--- src/rtl/fifo_wdc.sv ---
// fifo_wdc: single-clock FIFO that streams each wide word out as RATIO slices, LSB first.
// Define FIFO_WDC_DROP_CNT_EN to build the saturating drop counter on drop_cnt.
module fifo_wdc #(
    parameter int OUT_W    = 8,
    parameter int RATIO    = 2,
    parameter int DEPTH    = 64,
    parameter int AFULL_TH = 61
) (
    input  logic                     clk,
    input  logic                     rst_n,
    input  logic [OUT_W*RATIO-1:0]   data_in,
    input  logic                     data_in_vld,
    output logic                     in_afull,
    output logic [$clog2(DEPTH):0]   usedw,
    output logic [OUT_W-1:0]         data_out,
    output logic                     data_out_vld,
    input  logic                     b_rdy,
    output logic [15:0]              drop_cnt
);

    localparam int IN_W = OUT_W * RATIO;
    localparam int AW   = $clog2(DEPTH);
    localparam int CW   = (RATIO > 1) ? $clog2(RATIO) : 1;

    localparam logic [AW:0]   FULL = (AW+1)'(DEPTH);
    localparam logic [AW:0]   AF   = (AW+1)'(AFULL_TH);
    localparam logic [CW-1:0] LAST = CW'(RATIO - 1);

    logic [IN_W-1:0] mem [DEPTH];
    logic [AW-1:0]   wr_ptr;
    logic [AW-1:0]   rd_ptr;
    logic [AW:0]     count;
    logic [CW-1:0]   cnt;
    logic [IN_W-1:0] head;
    logic            wr;
    logic            fire;
    logic            pop;

    // A pop in the same cycle never frees a slot for the write.
    assign wr       = data_in_vld && (count < FULL);
    assign fire     = (count != '0) && b_rdy;
    assign pop      = fire && (cnt == LAST);
    assign head     = mem[rd_ptr];
    assign usedw    = count;
    assign in_afull = (count >= AF);

    always_ff @(posedge clk) begin
        if (wr) mem[wr_ptr] <= data_in;
    end

    always_ff @(posedge clk or negedge rst_n) begin
        if (!rst_n) begin
            wr_ptr       <= '0;
            rd_ptr       <= '0;
            count        <= '0;
            cnt          <= '0;
            data_out     <= '0;
            data_out_vld <= 1'b0;
        end else begin
            if (wr)  wr_ptr <= wr_ptr + 1'b1;
            if (pop) rd_ptr <= rd_ptr + 1'b1;
            case ({wr, pop})
                2'b10:   count <= count + 1'b1;
                2'b01:   count <= count - 1'b1;
                default: count <= count;
            endcase
            data_out_vld <= fire;
            if (fire) begin
                data_out <= head[int'(cnt)*OUT_W +: OUT_W];
                cnt      <= pop ? '0 : cnt + 1'b1;
            end
        end
    end

`ifdef FIFO_WDC_DROP_CNT_EN
    logic drop;

    assign drop = data_in_vld && (count == FULL);

    always_ff @(posedge clk or negedge rst_n) begin
        if (!rst_n) begin
            drop_cnt <= '0;
        end else if (drop && (drop_cnt != 16'hFFFF)) begin
            drop_cnt <= drop_cnt + 1'b1;
        end
    end
`else
    assign drop_cnt = '0;
`endif

endmodule
--- config.mk ---
export PLATFORM = sky130hd
export DESIGN_NAME = fifo_wdc
export DESIGN_NICKNAME = d
export VERILOG_FILES = /design/src/rtl/fifo_wdc.sv
export SDC_FILE = /design/constraint.sdc
export NUM_CORES = 1
export LEC_CHECK = 0
export ABC_CLOCK_PERIOD_IN_PS = 3500
export CAP_MARGIN = 20
export CELL_PAD_IN_SITES_DETAIL_PLACEMENT = 0
export CELL_PAD_IN_SITES_GLOBAL_PLACEMENT = 1
export CORE_UTILIZATION = 40
export DETAILED_ROUTE_END_ITERATION = 16
export DONT_BUFFER_PORTS = 1
export PLACE_DENSITY = 0.71
export SYNTH_ARGS = -nofsm -noshare
export SYNTH_HDL_FRONTEND = slang
export SYNTH_SLANG_ARGS = --single-unit
export TNS_END_PERCENT = 5
--- constraint.sdc ---
create_clock -name clk -period 3.5 [get_ports clk]
set_input_delay 0.525 -clock clk [delete_from_list [all_inputs] [get_ports clk]]
set_output_delay 0.525 -clock clk [all_outputs]
set_load 0.01 [all_outputs]
==> summary.md <==
| Metric | Value |
|---|---|
| Status | complete, no violations |
| Grt total ovfl | 0 |
| Sequential cell area fraction in the yosys report | 0.7688 |
| Main combinational cell family by area after synthesis | multiplexers |
| CTS Hold Bufs | 18 |
| Hold Vio Cnt, Final | 0 |
| Core ar. | 100700 um^2 |
| Worst setup margin | 0.2495 ns |
| Number of diodes | 0 |
| Post-route antenna net violation count | 0 |
| Clock sinks | ~1100 |
| Worst-Skew Late Latency | 0.70 ns |
| Crit start category | register |
| Slew Limit Fails | 0 |
| Area of the multi-input gates | 8748 um^2 |
| Vias per cell | between 5 and 6 |
| IO buf count | 0 |
| Layout Area Growth over Synthesis | 15.14% |
| Layout cells sized above 1 | 0.2410 |
| Total GRT Usage | 0.1999 |
| Post-synthesis mux area share | 0.1432 |
| Mean Syn Cell Area | 20.79 um^2 |
| Synth async-reset ratio | 0.02754 |
| Setup violators final | 0 |
| Worst VDD drop | 0.0004732 V |
| First-pass GRT wire length | between 100 and 150 mm |
| Register area | 31480 um^2 |
| Routed len/inst | 28.78 um |
| Skew final | slightly above 0.05 ns |
| Num CTS Buffers | around 100 |
| Post-synthesis simple-gate area fraction | 0.02634 |
| RSZ-0062 raised after global routing | no |
| Die area | about 100000 um^2 |
| Via count | 20499 |
| Dpl ws | 0.2976 ns |
| Data arrival, critical path | 3.83 ns |
| Pwr dens | 756.0 nW/um^2 |
| Slew @ Worst Pin | 1.164 ns |
| Worst Setup End Kind | register |
| Clk slew on worst S/H paths | approximately 0.060 ns |
| Max Fclk | just over 0.3 GHz |
| Yosys cell types | 60 |
| Period utilization | 0.9287 |
| TritonRoute pass-1 iters | 6 |
| Worst hold path class | primary input to register |
| Routability cong. | between 0.8 and 0.9 |
| Max_slew headroom | 0.2211 |
| Post-synth EDFFs | 1024 |
| Cts repair resizes | 0 |
| Post-synthesis register bit count | ~1100 |
| Root Buffer | clkbuf_16 |
| Layout filler cell count | approximately 8300 |
| Post-synthesis adder-cell area fraction | 0.002934 |
| Pin count of the biggest net entering global routing | 65 |
| Detailed-route wire length | around 100 mm |
| Post-DP HPWL | ~62 mm |
| Synth Flop Type | edfxtp_1 |
| H-tree Lvls | 3 |
| I/O pin count | 53 |
| Number of cells produced by synthesis | 1969 |
| Setup TNS | 0 ns |
| Clock Path Buffers | 3 |
| CTS tree | yes |
| Compound-cell area share of the yosys netlist | 0.03539 |
| Vias in the first global route | 20542 |
| Worst Path Required | approximately 4 ns |
| DR DRC count | 0 |
| Post-CTS setup buffers | 0 |
| Synth Warn # | 0 |
| CP max FO | 7 |
| DIE WIDTH | 321.9 um |
| Standard-cell rows | 116 |
| Post-Synth XOR/XNOR Area | 0.003423 |
| Synthesized area | 40940 um^2 |
| Die H | 321.9 um |
| Max cap viols | 0 |
| Min Tclk post-route | roughly 3.3 ns |
| DRT iter0 DRCs | between 2000 and 2500 |
| Total Nets Final | 2158 |
| Initial antenna violation count | 0 |
| Initial Util | 0.4064 |
| Leak pwr | 15.02 nW |
| Critical path class | register to register |
[layout by cell type (no fill, tap or decap), types with 14 or more instances in the layout]
master,n
edfxtp_1,1024
mux4_2,192
buf_4,142
mux2i_1,121
clkbuf_16,104
nor2_1,70
o22ai_1,54
nand2_1,52
a211oi_1,44
a22oi_1,42
clkinv_1,32
nand3_1,27
dfrtp_1,26
clkbuf_1,17
o221ai_1,16
conb_1,16
buf_16,16
clkinv_2,15
a21oi_1,14
buf_12,14
[routing by layer]
layer  share of wire  track usage  up-vias
met3           0.078      0.03207      132
met2            0.48       0.3177      909
met5               0            0        -
met4           0.026      0.06063        0
met1            0.42       0.2837    10955
li1                -            -     8503
[path summary, 6_finish.rpt]
kind	from	to	slack (ns)	depth (start not counted)
max	usedw[2]	usedw[6]	0.25	11
min	b_rdy	cnt	0.18	2
max in group asynchronous	rst_n	rd_ptr[1]	2.94	2
min reg2reg	usedw[0]	usedw[0]	0.61	2
max reg2reg	usedw[2]	usedw[6]	0.25	11
min in group asynchronous	rst_n	data_out[5]	0.33	2
[where the power goes]
group          internal, W  switching, W
sequential          0.0143      0.000564
clock              0.00623       0.00474
combinational      0.00416       0.00567
[cell usage after synthesis, types with 4 or more instances]
cell | number | area [um^2]
a211oi_1 | 44 | 330.3
a21oi_1 | 14 | 70.07
a22o_1 | 7 | 61.31
a22oi_1 | 42 | 315.3
buf_1 | 5 | 18.77
buf_2 | 45 | 225.2
buf_4 | 33 | 247.7
buf_6 | 6 | 67.56
clkbuf_1 | 42 | 157.7
dfrtp_1 | 29 | 725.7
edfxtp_1 | 1024 | 30750
ha_1 | 8 | 100.1
inv_1 | 7 | 26.28
mux2i_1 | 121 | 1211
mux4_1 | 12 | 315.3
mux4_2 | 192 | 4324
nand2_1 | 52 | 195.2
nand3_1 | 27 | 135.1
nand3b_1 | 13 | 97.59
nand4_1 | 11 | 68.82
nor2_1 | 71 | 266.5
nor2b_1 | 8 | 50.05
nor3_1 | 4 | 20.02
o21ai_0 | 5 | 25.02
o221ai_1 | 16 | 140.1
o22ai_1 | 54 | 337.8
or2_2 | 8 | 50.05
or3_1 | 4 | 25.02
or3b_2 | 5 | 43.79
xnor2_1 | 11 | 96.34
xor2_1 | 5 | 43.79
[cells by family (layout without fill, tap and decap cells)]
logic type,Yosys count,count (layout)
AOI/OAI and AO/OA,202,202
xor gates and xnor gates,16,16
adders and majority gates,9,9
buffers and inverters,143,371
DFF,1053,1053
muxes,326,326
other,1,16
and+or+nand+nor,219,219
[flip-flops by register name (all words and copies together) (netlist names)]
signal and count:
cnt 1, mem 1024, data_out_vld 1, rd_ptr 6, usedw 7, wr_ptr 6
data_out 8
[cell type report]
| type | count | area share |
|---|---|---|
| flip-flops and latches | 1053 | 0.6679 |
| multi-input cells | 788 | 0.1856 |
| clock buffers | 125 | 0.05773 |
| repair buffers | 173 | 0.03812 |
| well taps | 1357 | 0.03602 |
| clock inverters | 64 | 0.01388 |
| inverters | 9 | 0.0007167 |
[worst max-delay path, cell delays in order, from the launching register on]
cell      delay [ns]
dfrtp_1         0.38
or4_4           0.55
o211ai_2        0.22
inv_2           0.06
ha_1            0.28
ha_1            0.36
nor2b_1         0.14
o21ai_0         0.20
a21boi_0        0.20
or4_1           0.51
nand3_1         0.13
xor2_1          0.15
[through the flow]
step                hold WS, ns  cells  utilization  area (um^2)  total power, W
floorplan                0.2294   1984            -        41000         0.02105
finish                   0.1760   3569       0.4680        47140         0.03564
global placement         0.2316   3362       0.4298        43290         0.02452
global route             0.1757   3569       0.4680        47140         0.03676
detailed placement       0.2317   3362       0.4298        43290         0.02462
CTS                      0.1511   3569       0.4680        47140         0.03582
(Power assumes the default switching activity.)
